===== src/rtl/ccff_pkg.sv =====
// Shared types and CRC helper for the configuration-chain bitstream loader.
package ccff_pkg;

  typedef enum logic [1:0] {
    IDLE = 2'd0,
    LOAD = 2'd1,
    DONE = 2'd2
  } ccff_state_e;

  localparam logic [15:0] CCFF_CRC_POLY = 16'h1021;
  localparam logic [15:0] CCFF_CRC_INIT = 16'hFFFF;

  // One MSB-first serial step of CRC-16-CCITT.
  function automatic logic [15:0] ccff_crc16_step(input logic [15:0] crc, input logic din);
    logic fb;
    fb = crc[15] ^ din;
    return {crc[14:0], 1'b0} ^ (fb ? CCFF_CRC_POLY : 16'h0000);
  endfunction

endpackage


===== src/rtl/ccff_tail_crc16.sv =====
// Serial CRC-16 accumulator over the bits displaced from the chain tail.
module ccff_tail_crc16
  import ccff_pkg::*;
(
  input  logic        clk,
  input  logic        rst,
  input  logic        clr,
  input  logic        en,
  input  logic        din,
  output logic [15:0] crc
);

  always_ff @(posedge clk) begin
    if (rst || clr) crc <= CCFF_CRC_INIT;
    else if (en)    crc <= ccff_crc16_step(crc, din);
  end

endmodule


===== src/rtl/ccff_bitstream_loader.sv =====
// Serializes configuration words MSB-first into ccff_head with a per-bit shift
// enable, and signs the displaced tail bits with a CRC-16.
module ccff_bitstream_loader
  import ccff_pkg::*;
#(
  parameter int WORD_W    = 32,
  parameter int CHAIN_LEN = 1024,
  parameter int CNT_W     = $clog2(CHAIN_LEN + 1)
) (
  input  logic              prog_clk,
  input  logic              prog_reset,
  input  logic              start,
  input  logic [WORD_W-1:0] s_data,
  input  logic              s_valid,
  output logic              s_ready,
  output logic              ccff_head,
  output logic              ccff_shift_en,
  input  logic              ccff_tail,
  output logic              busy,
  output logic              done,
  output logic [15:0]       tail_crc
);

  localparam int          WL_W      = $clog2(WORD_W + 1);
  localparam logic [31:0] CHAIN_LEN_U = 32'(CHAIN_LEN);

  ccff_state_e       state;
  logic [CNT_W-1:0]  bit_cnt;
  logic [WL_W-1:0]   word_left;
  logic [WORD_W-1:0] sreg;

  logic        shifting;
  logic        accept;
  logic        last_bit;
  logic        crc_clr;
  logic [31:0] committed;

  assign shifting  = (state == LOAD) && (word_left != '0);
  // Bits already shifted plus bits still queued in sreg; no new word once this covers the chain.
  assign committed = 32'(bit_cnt) + 32'(word_left);
  assign s_ready   = (state == LOAD)
                   && ((word_left == '0) || ((word_left == WL_W'(1)) && shifting))
                   && (committed < CHAIN_LEN_U);
  assign accept    = s_valid && s_ready;
  assign last_bit  = shifting && ((32'(bit_cnt) + 32'd1) == CHAIN_LEN_U);
  assign crc_clr   = (state == IDLE) && start;

  always_ff @(posedge prog_clk) begin
    if (prog_reset) begin
      state         <= IDLE;
      bit_cnt       <= '0;
      word_left     <= '0;
      sreg          <= '0;
      ccff_head     <= 1'b0;
      ccff_shift_en <= 1'b0;
      busy          <= 1'b0;
      done          <= 1'b0;
    end else begin
      ccff_shift_en <= shifting;
      done          <= 1'b0;

      if (shifting) begin
        ccff_head <= sreg[WORD_W-1];
        sreg      <= sreg << 1;
        bit_cnt   <= bit_cnt + CNT_W'(1);
        // A final partial word drops its low bits once the chain is full.
        word_left <= last_bit ? '0 : word_left - WL_W'(1);
      end

      // Overrides the shift update so the next word follows with no bubble.
      if (accept) begin
        sreg      <= s_data;
        word_left <= WL_W'(WORD_W);
      end

      case (state)
        IDLE: begin
          if (start) begin
            state     <= LOAD;
            busy      <= 1'b1;
            bit_cnt   <= '0;
            word_left <= '0;
            sreg      <= '0;
          end
        end
        LOAD: begin
          if (32'(bit_cnt) == CHAIN_LEN_U) begin
            state <= DONE;
            done  <= 1'b1;
          end
        end
        DONE: begin
          state <= IDLE;
          busy  <= 1'b0;
        end
        default: begin
          state <= IDLE;
          busy  <= 1'b0;
        end
      endcase
    end
  end

  ccff_tail_crc16 u_crc (
    .clk (prog_clk),
    .rst (prog_reset),
    .clr (crc_clr),
    .en  (ccff_shift_en),
    .din (ccff_tail),
    .crc (tail_crc)
  );

endmodule


===== config.mk =====
export PLATFORM = sky130hd
export DESIGN_NAME = ccff_bitstream_loader
export DESIGN_NICKNAME = d
export VERILOG_FILES = /design/src/rtl/ccff_pkg.sv /design/src/rtl/ccff_tail_crc16.sv /design/src/rtl/ccff_bitstream_loader.sv
export SDC_FILE = /design/constraint.sdc
export NUM_CORES = 1
export LEC_CHECK = 0
export BUFFER_PORTS_ARGS = -buffer_cell sky130_fd_sc_hd__buf_2
export CAP_MARGIN = 20
export CELL_PAD_IN_SITES_DETAIL_PLACEMENT = 1
export CELL_PAD_IN_SITES_GLOBAL_PLACEMENT = 2
export CORE_MARGIN = 5
export CORE_UTILIZATION = 35
export DETAILED_ROUTE_END_ITERATION = 10
export PLACE_DENSITY_LB_ADDON = 0.1
export SETUP_SLACK_MARGIN = 0.05
export SYNTH_ARGS = -nofsm -noshare
export SYNTH_HDL_FRONTEND = slang
export SYNTH_SLANG_ARGS = --single-unit

===== constraint.sdc =====
create_clock -name prog_clk -period 2.6 [get_ports prog_clk]
set_clock_uncertainty 0.1 [all_clocks]
set_input_delay 0.26 -clock prog_clk [delete_from_list [all_inputs] [get_ports prog_clk]]
set_output_delay 0.26 -clock prog_clk [all_outputs]
set_load 0.02 [all_outputs]

==> results of run 1 <==
## sequential cells by signal, summed over array words and instances, names as in the netlist
register / count
sreg: 32
u_crc.crc: 16
busy: 1
ccff_shift_en: 1
done: 1
state: 2
word_left: 6
ccff_head: 1
bit_cnt: 11
## cells in the final DEF (no fill, tap or decap), drive strengths merged, types with 3 or more instances in the layout
cell type	netlist	layout
nand3	7	7
xnor2	12	12
nand2	33	33
nor3	13	13
a21oi	9	9
nand4	4	4
inv	6	8
nor2b	3	3
buf	13	72
clkbuf	15	10
a211oi	31	31
o21ai	6	6
nor4	5	5
or4	3	3
nand2b	3	3
dfxtp	71	71
ha	10	10
nor2	50	50
and4	3	3
mux2i	45	45
a2111oi	3	3
xor2	6	6
## power by group through the flow
| stage | combinational, mW | sequential (mW) | clock [mW] |
|---|---|---|---|
| global route | 0.292 | 1.15 | 0.997 |
| finish | 0.265 | 1.14 | 0.920 |
| floorplan | 0.193 | 1.16 | 0 |
| CTS | 0.270 | 1.14 | 0.957 |
| global placement | 0.265 | 1.17 | 0 |
| detailed placement | 0.268 | 1.17 | 0 |
## area by class of cell
type,count,area (um^2),share of cell area
inverters,6,22.5,0.00536
flip-flops and latches,71,1420,0.338
clock buffers,10,138,0.0328
multi-input cells,267,1950,0.464
well taps,133,166,0.0396
clock inverters,6,67.6,0.0161
repair buffers,72,435,0.104
## cells by family (layout without fill, tap and decap cells)
kind of cell,after synthesis,count (layout),share of synthesized area
multiplexers,45,45,0.128
AO/OA/AOI/OAI,62,62,0.169
adder cells (fa/ha/maj),10,10,0.0354
AND/OR/NAND/NOR,132,132,0.175
XOR/XNOR,18,18,0.0446
flip-flops,71,71,0.403
buffers and inverters,34,94,0.0461
## metal layers
metal  wire (um)  vias up
li1            -     1430
met1        4000     1367
met2        3940       49
met3         326       10
met4         106        0
met5           0        -
## worst max-delay path: cells and delay by family (launching register included)
kind | cells | cell delay [ps]
simple gates | 2 | 870
buf+inv | 1 | 160
flops | 1 | 380
compound gates | 1 | 200
## path summary, 6_finish.rpt
kind / depth (start not counted) / start / slack (ps) / end
setup reg to reg: 5 / word_left[2]$_SDFF_PP0_ / 330 / bit_cnt[9]$_SDFF_PP0_
hold / removal: 2 / prog_reset / 90 / ccff_head$_SDFFE_PP0N_
setup / recovery: 4 / word_left[2]$_SDFF_PP0_ / 270 / s_ready
hold reg to reg: 2 / sreg[0]$_SDFF_PP0_ / 370 / sreg[0]$_SDFF_PP0_
## through the flow
stage / utilization / power, mW
after global placement: 0.407 / 1.43
after floorplan: - / 1.36
after global routing: 0.428 / 2.44
final: 0.428 / 2.33
after detailed placement: 0.407 / 1.44
after CTS: 0.428 / 2.37
==> flow_metrics.env, run 1 <==
export IMPL_finalCriticalPeriod_ps=2330
export IMPL_synth_most_common_cell="dfxtp_1"
export IMPL_peakVddDrop_uv=220
export IMPL_std_cell_rows=36
export IMPL_syn_nets=419
export IMPL_drc=0
export IMPL_grt_pass1_vias=2895
export IMPL_hpwlAfterDp_mm=5.97
export IMPL_slew_viol_final=0
export IMPL_dpl_worst_slack_ps=352
export IMPL_io_buffers=57
export IMPL_setup_viol=0
export IMPL_clock_root_buffer="clkbuf_8"
export IMPL_synth_avg_cell_area_um2=9.49
export IMPL_cts_buffers=9
export IMPL_path_clk_slew_ps=80
export IMPL_vias=2856
export IMPL_critPathKind="flip-flop to output pin"
export IMPL_drt_iter0_markers=79
export IMPL_final_nets=474
export IMPL_hold_class="input pin to flip-flop"
export IMPL_ctsResizeCount=0
export IMPL_top_usage_layer="met2"
export IMPL_grt_pass1_wl_mm=14.2
export IMPL_grt_use_total=0.139
export IMPL_grt_max_degree=40
export IMPL_syn_to_final_growth_pct=18.9
export IMPL_clock_latency_ps=340
export IMPL_slew_headroom=0.441
export IMPL_maxCapViolCount=0
export IMPL_cts_hold_buf=0
export IMPL_routabilityCongestion=0.781
export IMPL_ys_ff_latch=71
export IMPL_fmaxAchievable_ghz=0.430
export IMPL_start_kind="flip-flop"
export IMPL_crit_path_cell_trace="or4_4, nor4_1, o211a_1, buf_2"
export IMPL_drive_gt1_frac=0.289
export IMPL_p_seq_frac=0.491
export IMPL_synth_ff_type="dfxtp_1"
export IMPL_synth_common_cells="71 x dfxtp_1, 50 x nor2_1, 45 x mux2i_1"
export IMPL_antenna_cells=0
export IMPL_cts_setup_buffers=0
export IMPL_viasPerCell=5.05
export IMPL_wl_per_cell_um=14.8
export IMPL_grtUsageMet1=0.179
export IMPL_grt_setup_unrepaired="no"
export IMPL_cp_max_fo=6
export IMPL_synth_top_cell_area_share=0.403
export IMPL_gr_total_overflow=0
export IMPL_hold_viol=0
export IMPL_die_area_um2=12200
export IMPL_p_sw_frac=0.267
export IMPL_p_int_mw=1.71
export IMPL_fin_tns_setup_ps=0
export IMPL_min_period_over_period=0.895
export IMPL_fin_ws_ps=272
export IMPL_tightest_slew_ps=839
export IMPL_ys_top_cells_by_area="dfxtp_1 40%, mux2i_1 13%, a211oi_2 10%"
export IMPL_hold_slack_ps=91.8
export IMPL_worstPathArrival_ps=1970
export IMPL_critical_path_max_stage_delay_ps=570
export IMPL_power_leakage_nw=1.50
export IMPL_ys_warn_count=0
export IMPL_status="finished clean"
export IMPL_worst_setup_path_end_kind="output pin"
export IMPL_async_flop_share=0
export IMPL_place_inst=549
export IMPL_tritoncts="built"
export IMPL_drtAntennaViolNets=0
export IMPL_met2_usage=0.224
export IMPL_die_h_um=110
export IMPL_syn_instance_count=372
export IMPL_ioPinCount=58
export IMPL_power_frac_comb=0.114
export IMPL_mappedNetlistArea_um2=3530
export IMPL_stdcell_count=565
export IMPL_ys_types=44
export IMPL_power_density_nw_per_um2=554
export IMPL_switching_power_mw=0.622
export IMPL_grtUsageMet3=0.0367
export IMPL_fin_area_um2=4200
export IMPL_cts_sinks=71
export IMPL_cts_buffer_depth=2
export IMPL_slowest_stage="or4_4"
export IMPL_synth_edf_count=0
export IMPL_nFillCells=1206
export IMPL_first_pass_iters=4
export IMPL_die_w_um=110
export IMPL_critPathRequiredTime_ps=2240
export IMPL_antenna_found_initial=0
export IMPL_post_synth_top_area_cell="dfxtp_1"
export IMPL_initial_utilization=0.360
export IMPL_pwr_share_clk=0.395
export IMPL_ys_seq_area_frac=0.403
export IMPL_postRouteWirelength_mm=8.37
export IMPL_core_um2=9820
export IMPL_htreeDepth=3
export IMPL_postPlaceCellArea_um2=3990
Note: power is estimated with default switching activity, not from simulation.
==> run 2: changes to the inputs <==
--- a/config.mk
+++ b/config.mk
@@ -9,6 +9,7 @@
 export CAP_MARGIN = 20
 export CELL_PAD_IN_SITES_DETAIL_PLACEMENT = 1
 export CELL_PAD_IN_SITES_GLOBAL_PLACEMENT = 2
+export CORE_ASPECT_RATIO = 1.25
 export CORE_MARGIN = 5
 export CORE_UTILIZATION = 35
 export DETAILED_ROUTE_END_ITERATION = 10
==> flow_metrics.env, run 2 (same netlist as run 1, synthesis figures left out) <==
export IMPL_clock_latency_ps=330
export IMPL_hold_viol=0
export IMPL_ctsResizeCount=0
export IMPL_drt_iter0_markers=71
export IMPL_maxCapViolCount=0
export IMPL_antenna_cells=0
export IMPL_r2r_start="bit_cnt[1]$_SDFF_PP0_"
export IMPL_postRouteWirelength_mm=8.51
export IMPL_final_common_cell="dfxtp_1"
export IMPL_clock_root_buffer="clkbuf_16"
export IMPL_fin_area_um2=4290
export IMPL_initial_utilization=0.353
export IMPL_gr_total_overflow=0
export IMPL_peakVddDrop_uv=318
export IMPL_std_cell_rows=41
export IMPL_antenna_found_initial=0
export IMPL_finalCriticalPeriod_ps=2350
export IMPL_setup_viol=0
export IMPL_regMostFlops="sreg"
export IMPL_postPlaceCellArea_um2=4000
export IMPL_drc=0
export IMPL_cts_buffers=9
export IMPL_critPathRequiredTime_ps=2710
export IMPL_path_clk_slew_ps=60
export IMPL_slew_viol_final=0
export IMPL_wl_per_cell_um=15.2
export IMPL_cp_max_fo=7
export IMPL_grt_setup_unrepaired="no"
export IMPL_utilization=0.429
export IMPL_nFillCells=1183
export IMPL_io_buffers=57
export IMPL_slowest_stage="a2111oi_1"
export IMPL_viasPerCell=5.03
export IMPL_cts_setup_buffers=0
export IMPL_die_h_um=122
export IMPL_tritoncts="built"
export IMPL_cts_buffer_depth=2
export IMPL_core_um2=10000
export IMPL_final_nets=474
export IMPL_grt_pass1_wl_mm=14.1
export IMPL_drtAntennaViolNets=0
export IMPL_grt_pass1_vias=2837
export IMPL_tightest_slew_ps=611
export IMPL_slew_headroom=0.593
export IMPL_ioPinCount=58
export IMPL_syn_to_final_growth_pct=21.6
export IMPL_fmaxAchievable_ghz=0.425
export IMPL_start_kind="flip-flop"
export IMPL_hpwlAfterDp_mm=6.09
export IMPL_critical_path_max_stage_delay_ps=610
export IMPL_critPathKind="flip-flop to flip-flop"
export IMPL_power_density_nw_per_um2=610
export IMPL_worst_path_buf_inv=2
export IMPL_fin_tns_setup_ps=0
export IMPL_hold_slack_ps=107
export IMPL_vias=2824
export IMPL_htreeDepth=3
export IMPL_cp_startpoint="bit_cnt[1]$_SDFF_PP0_"
export IMPL_crit_path_cell_trace="nand3_1, buf_4, nor4_1, a31oi_1, a2111oi_1, buf_4, nor3_1"
export IMPL_worstPathArrival_ps=2470
export IMPL_largest_reg_flops=32
export IMPL_die_area_um2=12200
export IMPL_cts_sinks=71
export IMPL_worstHoldStart="prog_reset"
export IMPL_grt_max_degree=39
export IMPL_min_period_over_period=0.905
export IMPL_top_regs="sreg: 32 flops, u_crc.crc: 16 flops, bit_cnt: 11 flops"
export IMPL_power_leakage_nw=1.54
export IMPL_final_cell_mix="71 x dfxtp_1, 57 x buf_2, 50 x nor2_1, 45 x mux2i_1, 33 x nand2_1"
export IMPL_status="finished clean"
export IMPL_worst_setup_path_end_kind="flip-flop"
export IMPL_die_w_um=99.8
export IMPL_cp_common_cell="buf_4"
export IMPL_cts_hold_buf=0
export IMPL_routabilityCongestion=0.757
export IMPL_hold_class="input pin to flip-flop"
export IMPL_crit_family="compound AO/OA/AOI/OAI gates"
export IMPL_first_pass_iters=4
export IMPL_grt_use_total=0.146
export IMPL_drive_gt1_frac=0.285
run 2: area by class of cell:
class / instances / area (um^2) / share of cell area
Clock buffer: 11 / 233 / 0.0542
Clock inverter: 5 / 58.8 / 0.0137
Inverter: 6 / 22.5 / 0.00525
Multi-Input combinational cell: 267 / 1950 / 0.454
Sequential cell: 71 / 1420 / 0.331
Tap cell: 129 / 161 / 0.0376
Timing Repair Buffer: 72 / 448 / 0.104
run 2: power breakdown:
group | switching [mW] | leakage, nW | internal, mW
sequential | 0.0239 | 0.575 | 1.12
clock | 0.459 | 0.136 | 0.743
combinational | 0.156 | 0.826 | 0.116
run 2: final timing paths:
| check | endpoint | slack [ps] | cells past startpoint |
|---|---|---|---|
| hold reg to reg | ccff_head$_SDFFE_PP0N_ | 350 | 2 |
| hold / removal | ccff_head$_SDFFE_PP0N_ | 110 | 2 |
| setup / recovery | word_left[3]$_SDFF_PP0_ | 250 | 7 |
| setup reg to reg | word_left[3]$_SDFF_PP0_ | 250 | 7 |
run 2: layer usage:
metal / vias up / track usage / wire, um
met2: 41 / 0.245 / 4110
li1: 1436 / - / -
met1: 1335 / 0.184 / 3960
met3: 12 / 0.0296 / 281
met5: - / 0 / 0
met4: 0 / 0.0564 / 150
run 2: stage by stage:
step,worst slack [ps],total power [mW],cells
floorplan,576,1.36,372
global placement,335,1.44,545
detailed placement,303,1.44,545
CTS,233,2.67,561
global route,84.5,2.74,561
finish,247,2.62,561
